<file path="src/rtl/pc_update_unit_if.sv">
// Bundle between branch resolution / decode and the PC stage, plus the fetch-side outputs.
// slave is the PC unit; master is whoever drives branch decisions and consumes the fetch address.
interface pc_update_unit_if #(
  parameter int PC_W = 32
);
  logic            stall;
  logic            br_valid;
  logic            br_taken;
  logic [5:0]      opcode;
  logic [PC_W-1:0] br_pc;
  logic [25:0]     imm26;
  logic [15:0]     imm16;
  logic [PC_W-1:0] rs_data;
  logic            halt_req;

  logic [PC_W-1:0] pc;
  logic            pc_valid;
  logic            squash;
  logic            link_we;
  logic [PC_W-1:0] link_data;
  logic            align_err;
  logic            halted;

  modport slave (
    input  stall, br_valid, br_taken, opcode, br_pc, imm26, imm16, rs_data, halt_req,
    output pc, pc_valid, squash, link_we, link_data, align_err, halted
  );

  modport master (
    output stall, br_valid, br_taken, opcode, br_pc, imm26, imm16, rs_data, halt_req,
    input  pc, pc_valid, squash, link_we, link_data, align_err, halted
  );
endinterface

</file>
<file path="src/rtl/pc_update_unit.sv">
// PC stage: picks PC+4, branch target or register target; new pc 1 clock after the branch input.
// stall freezes all state (pulses drop); HALTED ignores everything but rst_n.
module pc_update_unit #(
  parameter int              PC_W     = 32,
  parameter logic [PC_W-1:0] RESET_PC = '0
) (
  input  logic             clk,
  input  logic             rst_n,
  pc_update_unit_if.slave  pif
);

  localparam logic [5:0] OP_BLTZ = 6'b000111;
  localparam logic [5:0] OP_BZ   = 6'b001000;
  localparam logic [5:0] OP_BNZ  = 6'b001001;
  localparam logic [5:0] OP_BR   = 6'b001010;
  localparam logic [5:0] OP_B    = 6'b001011;
  localparam logic [5:0] OP_BL   = 6'b001100;
  localparam logic [5:0] OP_BCY  = 6'b001101;
  localparam logic [5:0] OP_BNCY = 6'b001110;

  typedef enum logic [1:0] {
    RUN    = 2'd0,
    REDIR  = 2'd1,
    HALTED = 2'd2
  } state_t;

  state_t          state, state_nxt;
  logic [PC_W-1:0] pc_q, pc_nxt;
  logic            pc_valid_q, pc_valid_nxt;
  logic            squash_q, squash_nxt;
  logic            link_we_q, link_we_nxt;
  logic [PC_W-1:0] link_data_q, link_data_nxt;
  logic            align_err_q, align_err_nxt;
  logic            halted_q, halted_nxt;

  logic            is_rel26, is_rel16, is_reg, is_br;
  logic [PC_W-1:0] tgt_raw, tgt;
  logic [PC_W-1:0] off26, off16;
  logic [PC_W-1:0] pc_inc;
  logic            redirect;

  assign off26  = {{(PC_W-28){pif.imm26[25]}}, pif.imm26, 2'b00};
  assign off16  = {{(PC_W-18){pif.imm16[15]}}, pif.imm16, 2'b00};
  assign pc_inc = pc_q + PC_W'(4);

  always_comb begin
    is_rel26 = (pif.opcode == OP_B)    || (pif.opcode == OP_BL) ||
               (pif.opcode == OP_BCY)  || (pif.opcode == OP_BNCY);
    is_rel16 = (pif.opcode == OP_BLTZ) || (pif.opcode == OP_BZ) ||
               (pif.opcode == OP_BNZ);
    is_reg   = (pif.opcode == OP_BR);
    is_br    = is_rel26 || is_rel16 || is_reg;

    tgt_raw = pif.rs_data;
    if (is_rel26)
      tgt_raw = pif.br_pc + off26;
    else if (is_rel16)
      tgt_raw = pif.br_pc + off16;
    tgt = {tgt_raw[PC_W-1:2], 2'b00};
  end

  // Unknown opcodes with br_taken behave as not taken; REDIR/HALTED never redirect.
  assign redirect = pif.br_valid && pif.br_taken && is_br && !pif.stall && (state == RUN);

  always_comb begin
    state_nxt     = state;
    pc_nxt        = pc_q;
    pc_valid_nxt  = pc_valid_q;
    squash_nxt    = squash_q;
    link_we_nxt   = 1'b0;
    link_data_nxt = link_data_q;
    align_err_nxt = 1'b0;
    halted_nxt    = halted_q;

    case (state)
      RUN: begin
        if (pif.stall) begin
          squash_nxt = 1'b0;
        end else if (redirect) begin
          pc_nxt     = tgt;
          state_nxt  = REDIR;
          squash_nxt = 1'b1;
          if (pif.opcode == OP_BL) begin
            link_we_nxt   = 1'b1;
            link_data_nxt = pif.br_pc + PC_W'(4);
          end
          if (is_reg && (pif.rs_data[1:0] != 2'b00))
            align_err_nxt = 1'b1;
        end else if (pif.halt_req) begin
          state_nxt    = HALTED;
          pc_valid_nxt = 1'b0;
          halted_nxt   = 1'b1;
        end else begin
          pc_nxt = pc_inc;
        end
      end

      // The branch slot here belongs to the squashed instruction, so inputs are ignored.
      REDIR: begin
        if (!pif.stall) begin
          pc_nxt     = pc_inc;
          squash_nxt = 1'b0;
          state_nxt  = RUN;
        end
      end

      HALTED: begin
        state_nxt = HALTED;
      end

      default: begin
        state_nxt = RUN;
      end
    endcase
  end

  always_ff @(posedge clk) begin
    if (!rst_n) begin
      state       <= RUN;
      pc_q        <= RESET_PC;
      pc_valid_q  <= 1'b1;
      squash_q    <= 1'b0;
      link_we_q   <= 1'b0;
      link_data_q <= '0;
      align_err_q <= 1'b0;
      halted_q    <= 1'b0;
    end else begin
      state       <= state_nxt;
      pc_q        <= pc_nxt;
      pc_valid_q  <= pc_valid_nxt;
      squash_q    <= squash_nxt;
      link_we_q   <= link_we_nxt;
      link_data_q <= link_data_nxt;
      align_err_q <= align_err_nxt;
      halted_q    <= halted_nxt;
    end
  end

  assign pif.pc        = pc_q;
  assign pif.pc_valid  = pc_valid_q;
  assign pif.squash    = squash_q;
  assign pif.link_we   = link_we_q;
  assign pif.link_data = link_data_q;
  assign pif.align_err = align_err_q;
  assign pif.halted    = halted_q;

endmodule
</file>
<file path="src/flat_wrapper.sv">
// flat-port wrapper written by rule: the top's interface ports become plain ports
module pc_update_unit_flat 
#(
  parameter int              PC_W     = 32,
  parameter logic [PC_W-1:0] RESET_PC = '0
)
  (clk, rst_n, pif_stall, pif_br_valid, pif_br_taken, pif_opcode, pif_br_pc, pif_imm26, pif_imm16, pif_rs_data, pif_halt_req, pif_pc, pif_pc_valid, pif_squash, pif_link_we, pif_link_data, pif_align_err, pif_halted);
  pc_update_unit_if #(.PC_W(PC_W)) pif_i ();
  input  logic clk;
  input  logic rst_n;
  input wire logic [$bits(pif_i.stall)-1:0] pif_stall;
  input wire logic [$bits(pif_i.br_valid)-1:0] pif_br_valid;
  input wire logic [$bits(pif_i.br_taken)-1:0] pif_br_taken;
  input wire logic [$bits(pif_i.opcode)-1:0] pif_opcode;
  input wire logic [$bits(pif_i.br_pc)-1:0] pif_br_pc;
  input wire logic [$bits(pif_i.imm26)-1:0] pif_imm26;
  input wire logic [$bits(pif_i.imm16)-1:0] pif_imm16;
  input wire logic [$bits(pif_i.rs_data)-1:0] pif_rs_data;
  input wire logic [$bits(pif_i.halt_req)-1:0] pif_halt_req;
  output wire logic [$bits(pif_i.pc)-1:0] pif_pc;
  output wire logic [$bits(pif_i.pc_valid)-1:0] pif_pc_valid;
  output wire logic [$bits(pif_i.squash)-1:0] pif_squash;
  output wire logic [$bits(pif_i.link_we)-1:0] pif_link_we;
  output wire logic [$bits(pif_i.link_data)-1:0] pif_link_data;
  output wire logic [$bits(pif_i.align_err)-1:0] pif_align_err;
  output wire logic [$bits(pif_i.halted)-1:0] pif_halted;
  assign pif_i.stall = pif_stall;
  assign pif_i.br_valid = pif_br_valid;
  assign pif_i.br_taken = pif_br_taken;
  assign pif_i.opcode = pif_opcode;
  assign pif_i.br_pc = pif_br_pc;
  assign pif_i.imm26 = pif_imm26;
  assign pif_i.imm16 = pif_imm16;
  assign pif_i.rs_data = pif_rs_data;
  assign pif_i.halt_req = pif_halt_req;
  assign pif_pc = pif_i.pc;
  assign pif_pc_valid = pif_i.pc_valid;
  assign pif_squash = pif_i.squash;
  assign pif_link_we = pif_i.link_we;
  assign pif_link_data = pif_i.link_data;
  assign pif_align_err = pif_i.align_err;
  assign pif_halted = pif_i.halted;
  pc_update_unit #(.PC_W(PC_W), .RESET_PC(RESET_PC)) u_core (.clk(clk), .rst_n(rst_n), .pif(pif_i));
endmodule
</file>
<file path="config.mk">
export PLATFORM = sky130hd
export DESIGN_NAME = pc_update_unit_flat
export DESIGN_NICKNAME = d
export VERILOG_FILES = /design/src/rtl/pc_update_unit_if.sv /design/src/rtl/pc_update_unit.sv /design/src/flat_wrapper.sv
export SDC_FILE = /design/constraint.sdc
export NUM_CORES = 1
export LEC_CHECK = 0
export CORE_MARGIN = 10
export CORE_UTILIZATION = 40
export DETAILED_ROUTE_END_ITERATION = 8
export PLACE_DENSITY_LB_ADDON = 0.1
export SYNTH_ARGS = -nofsm -noshare
export SYNTH_HDL_FRONTEND = slang
export SYNTH_SLANG_ARGS = --single-unit
</file>
<file path="constraint.sdc">
create_clock -name clk -period 4.3 [get_ports clk]
set_clock_uncertainty 0.15 [all_clocks]
set_input_delay 0.86 -clock clk [delete_from_list [all_inputs] [get_ports clk]]
set_output_delay 0.86 -clock clk [all_outputs]
set_load 0.05 [all_outputs]
</file>
# After elaboration in Yosys (flattened, before gate mapping)
# Index checks and enable logic that the tools add are counted.
[totals]
ff_bits = 71
output_inout_bits = 69
[op_classes]
addsub = 4
eq_ne = 15
mux = 18
n_bitwise = 4
n_reduce_logical = 22
[op_table]
columns = ["cell", "count"]
rows = [
  ["two-way mux 32 bit", 6],
  ["adder 32 x 3 -> 32 bit, second input constant", 2],
  ["adder 32 bit", 2],
  ["one-hot mux 32 bit (2 select lines)", 1],
  ["equality test 6 x 4 -> 1 bit, second input constant", 7],
  ["AND reduction 4 bit", 3],
  ["inequality test 3 x 2 -> 1 bit, second input constant", 3],
  ["two-way mux 2 bit", 4],
  ["logical OR 1 bit", 7],
  ["equality test 6 x 3 -> 1 bit, second input constant", 1],
  ["one-hot mux 2 bit (3 select lines)", 1],
  ["AND reduction 3 bit", 2],
  ["logical AND 1 bit", 5],
  ["two-way mux 1 bit", 5],
  ["inequality test 2 bit, second input constant", 2],
  ["NOT 1 bit", 4],
  ["nonzero test 2 bit", 2],
  ["OR reduction 4 bit", 1],
  ["equality test 2 x 1 -> 1 bit, second input constant", 1],
  ["equality test 2 bit, second input constant", 1],
  ["logical NOT 2 bit", 1],
  ["one-hot mux 1 bit (2 select lines)", 1],
  ["logical NOT 1 bit", 1],
]

# Depth between registers and ports, before layout
# Gate-level depths: netlist of the first run.
[logic_depth]
ltp_word = 12
ltp_mapped = 11
depth_no_buf = 11

# Worst setup path after synthesis of the first run
# OpenSTA, ideal clock, no wires.
[synth_timing]
path_type = "input to register"
from = "input pif_imm26[0]"
to = "register u_core.pc_q[26] (netlist: u_core.pif.pc[26])"
t_arrival_ns = 3.055
slack_ns = 0.942
stages = 11
cell_sequence = "ha_1 -> fa_1 -> a211oi_1 -> o211ai_1 -> nand4_1 -> o311a_1 -> o31a_1 -> o21bai_1 -> mux2i_1 -> a2111oi_0 -> a211oi_1"
[synth_between]
elab_chain_len = 5
[synth_rtl]
columns = ["item", "line", "source"]
rows = [
  ["start, declared", "flat_wrapper.sv:16", "input wire logic [$bits(pif_i.imm26)-1:0] pif_imm26;"],
  ["adder 32 bit", "pc_update_unit.sv:56", "tgt_raw = pif.br_pc + off26;"],
  ["two-way mux 32 bit", "pc_update_unit.sv:55", "if (is_rel26)"],
  ["two-way mux 32 bit", "pc_update_unit.sv:79", "end else if (redirect) begin"],
  ["two-way mux 32 bit", "pc_update_unit.sv:77", "if (pif.stall) begin"],
  ["one-hot mux 32 bit (2 select lines)", "pc_update_unit.sv:75", "case (state)"],
  ["end signal, assigned", "pc_update_unit.sv:129", "pc_q <= pc_nxt;"],
  ["end, declared", "pc_update_unit.sv:28", "logic [PC_W-1:0] pc_q, pc_nxt;"],
]
# Every way passes these cells. The select of a mux whose other input is x is not followed.
# A chain may end at the register's enable or synchronous reset.

# Final worst setup path of the first run
[layout_timing]
from = "input pif_br_pc[2]"
to = "register u_core.pc_q[26] (netlist: u_core.pif.pc[26])"
[layout_between]
elab_chain_len = 6
elab_cells_between_ends = 7
[layout_rtl]
columns = ["item", "line", "source"]
rows = [
  ["start, declared", "flat_wrapper.sv:15", "input wire logic [$bits(pif_i.br_pc)-1:0] pif_br_pc;"],
  ["adder 32 bit", "pc_update_unit.sv:58", "tgt_raw = pif.br_pc + off16;"],
  ["two-way mux 32 bit", "pc_update_unit.sv:57", "else if (is_rel16)"],
  ["two-way mux 32 bit *", "pc_update_unit.sv:55", ""],
  ["two-way mux 32 bit *", "pc_update_unit.sv:79", ""],
  ["two-way mux 32 bit *", "pc_update_unit.sv:77", ""],
  ["one-hot mux 32 bit (2 select lines) *", "pc_update_unit.sv:75", ""],
]
# Mark *: on every way between the ends. The rest lies on a longest branch, timed or not. The select of a mux whose other input is x is not followed.

==> results.json, run 1 <==
{
  "status": "complete, no violations",
  "worst_skew_pair.late_latency_ns": 0.34,
  "htreeDepth": 3,
  "r2r_slack_ns": 1.40,
  "cts_made_buffers": 9,
  "clk_root_buffer_cell": "clkbuf_16",
  "design_power_total_mw": 2.25,
  "power_density_nw_per_um2": 230,
  "core_sq_um": 18000,
  "start_util_pct": 40.7,
  "hold_viol_final": 0,
  "slew_violations": 0,
  "cp_data_required_time_ns": 4.35,
  "rsz0062_at_grt": "no",
  "layout-drive-gt1-share_pct": 6.50,
  "grt_max_degree": 63,
  "min-delay-path-class": "flip-flop to flip-flop",
  "wl_microns": 26500,
  "route.detailed.drc": 0,
  "antenna_found_initial": 1,
  "p_leak_nw": 3.60,
  "worst_pin_slew_ns": 0.682,
  "fin_crit_sh_pct": 91.3,
  "fin_ws_ns": 0.376,
  "start_kind": "input pin",
  "yosysSeqAreaShare_pct": 18.9,
  "vdd_ir_drop_max_uv": 197,
  "max_freq_ghz": 0.255,
  "vias": 8129,
  "crit_fanout": 4,
  "cts_tree": "yes",
  "final.setup.tns_ns": 0,
  "diodes": 0,
  "slew_headroom_pct": 54.2,
  "grt_pass1_wl_microns": 41000,
  "wl_per_cell_microns": 18.7,
  "pwr-share-comb_pct": 34.3,
  "synth_edf_count": 0,
  "post_cts_buffers": 0,
  "cts.sinks": 69,
  "syn_inst": 1003,
  "max_cap_violations": 0,
  "fillers": 1766,
  "syn_to_final_growth_pct": 34.1,
  "dp.cells": 1398,
  "cts_buffer_depth": 2,
  "post-place-ws_ns": 0.0345,
  "num_rows": 49,
  "ctsResizeCount": 0,
  "dieWidth_microns": 155,
  "fin_crit_ns": 3.92,
  "seqPwrFrac_pct": 28.8,
  "nNetsFinal": 1360,
  "syn-cell-area_sq_um": 7310,
  "endpoint_kind": "flip-flop",
  "clock_power_share_pct": 36.9,
  "postCtsHoldBufs": 0,
  "p_sw_uw": 744,
  "track_usage_pct": 20.8,
  "drt_pass1_iterations": 5,
  "design.portCount": 187,
  "grt_pass1_vias": 7747,
  "finalSetupViolations": 0,
  "die_h_microns": 155,
  "internal_power_mw": 1.51,
  "vias_per_cell": 5.75,
  "critPathKind": "input pin to flip-flop",
  "ys_types": 67,
  "ys_ff_latch": 69,
  "synth-async-reset-ratio_pct": 0,
  "ys.flop_type": "dfxtp_1",
  "dp_hpwl_microns": 21200,
  "gr-total-overflow": 0,
  "syn_area_per_cell_sq_um": 7.29,
  "postRouteAntennaNets": 0,
  "die_area_sq_um": 24100,
  "swShare_pct": 33.1,
  "drt-initial-drc-count": 502,
  "io_buffers": 184,
  "cts.clk_slew.worst_paths_ns": 0.06,
  "gp_congestion": 0.926,
  "crit_arrival_ns": 3.98,
  "fin_cells": 1414,
  "yosys_warnings": 0
}
-- sequential cells by signal, indices dropped and copies added, names as in the netlist --
name / flops
u_core.pif.halted: 1
u_core.pif.pc_valid: 1
u_core.pif.pc: 30
u_core.pif.align_err: 1
u_core.state: 2
u_core.pif.squash: 1
u_core.pif.link_data: 32
u_core.pif.link_we: 1
-- cell usage in the layout (no fill, tap or decap), types with 7 or more instances in the layout --
master           count
clkdlybuf4s50_1    184
nor2_1             105
nand2_1            101
a21oi_1             95
o21ai_0             74
dfxtp_1             69
ha_1                60
nand3_1             45
xnor2_1             40
nor3_1              30
xor2_1              28
a211oi_1            28
buf_4               28
a21o_1              23
and3_1              21
nand4_1             18
a211oi_2            18
o211ai_1            16
inv_1               15
a31oi_1             14
mux2i_1             13
o21bai_1            11
or3_1               10
o21a_1               9
and2_1               9
clkbuf_16            9
a311oi_1             8
nand2b_1             8
o221ai_1             7
-- final cells by class --
class                      instances  area, sq um  share of cell area, %
multi-input combinational        871         5680                   57.9
timing repair buffer             213         2070                   21.1
sequential                        69         1380                   14.1
tap                              229          287                   2.92
clock buffer                      10          239                   2.44
clock inverter                     6         86.3                  0.880
inverter                          16         60.1                  0.612
-- worst paths after layout --
path / start / end / depth (start not counted)
min reg2reg: u_core.pif.pc_valid / u_core.pif.pc_valid / 2
min: u_core.pif.pc_valid / u_core.pif.pc_valid / 2
max reg2reg: u_core.pif.pc[2] / u_core.pif.pc[24] / 9
max: pif_br_pc[2] / u_core.pif.pc[26] / 12
-- through the flow --
| stage | hold WS, ns | area, sq um | util, % |
|---|---|---|---|
| floorplan | 0.302 | 7320 | - |
| global placement | 0.304 | 9480 | 52.8 |
| detailed placement | 0.314 | 9480 | 52.8 |
| CTS | 0.324 | 9810 | 54.6 |
| global route | 0.370 | 9810 | 54.6 |
| finish | 0.326 | 9810 | 54.6 |
-- routing by layer --
metal / vias to the layer above / part of all wire [%] / track usage [%]
met3: 17 / 9.4 / 5.93
met1: 3741 / 47 / 29.1
met2: 268 / 42 / 31.1
met4: 2 / 0.84 / 3.65
li1: 4101 / - / -
met5: - / 0.064 / 0
-- power by group through the flow --
| stage | combinational, mW | sequential (mW) | clock (mW) |
|---|---|---|---|
| after floorplan | 0.454 | 0.677 | 0 |
| after global placement | 0.761 | 0.664 | 0 |
| after detailed placement | 0.761 | 0.664 | 0 |
| after CTS | 0.765 | 0.649 | 0.854 |
| after global routing | 0.846 | 0.650 | 0.883 |
| final | 0.772 | 0.649 | 0.830 |
-- kinds of logic (layout without fill, tap and decap cells) --
family | count (synthesis) | in the layout | synth area share [%]
simple gates | 377 | 377 | 24.5
flops | 69 | 69 | 18.9
other cells | 1 | 2 | 0.0513
compound gates | 347 | 347 | 31.9
buf+inv | 64 | 245 | 3.68
xor+xnor | 68 | 68 | 8.14
fa+ha+maj | 62 | 62 | 10.8
mux | 15 | 15 | 2.09
-- worst max-delay path: stages --
cell and delay [ns]:
clkdlybuf4s50_1 0.52, ha_1 0.23, fa_1 0.26, a211oi_1 0.11, o211ai_1 0.24, nand4_1 0.14
o311a_1 0.38, o31a_1 0.38, o21bai_1 0.20, mux2i_1 0.10, a2111oi_0 0.44, a211oi_1 0.11
-- synth_stat cells (23+ instances only) --
cell,count,area share [%]
a21o_1,23,2.4
nor3_1,31,2.1
xnor2_1,40,4.8
dfxtp_1,69,19
nand2_1,101,5.2
o21ai_0,75,5.1
nor2_1,105,5.4
clkbuf_1,35,1.8
nand3_1,45,3.1
xor2_1,28,3.4
a21oi_1,95,6.5
a211oi_1,28,2.9
ha_1,60,10
Power figures use the tool's default switching activity.
==> inputs of run 2 (changes only) <==
- SLEW_MARGIN: default -> 20
==> results of run 2 <==
Final layout, timing and power as in run 1 (identical DEF).
==> inputs of run 3 (changes only) <==
- CTS_CLUSTER_DIAMETER: default -> 50
==> results of run 3 <==
Final layout, timing and power as in run 1 (identical DEF).
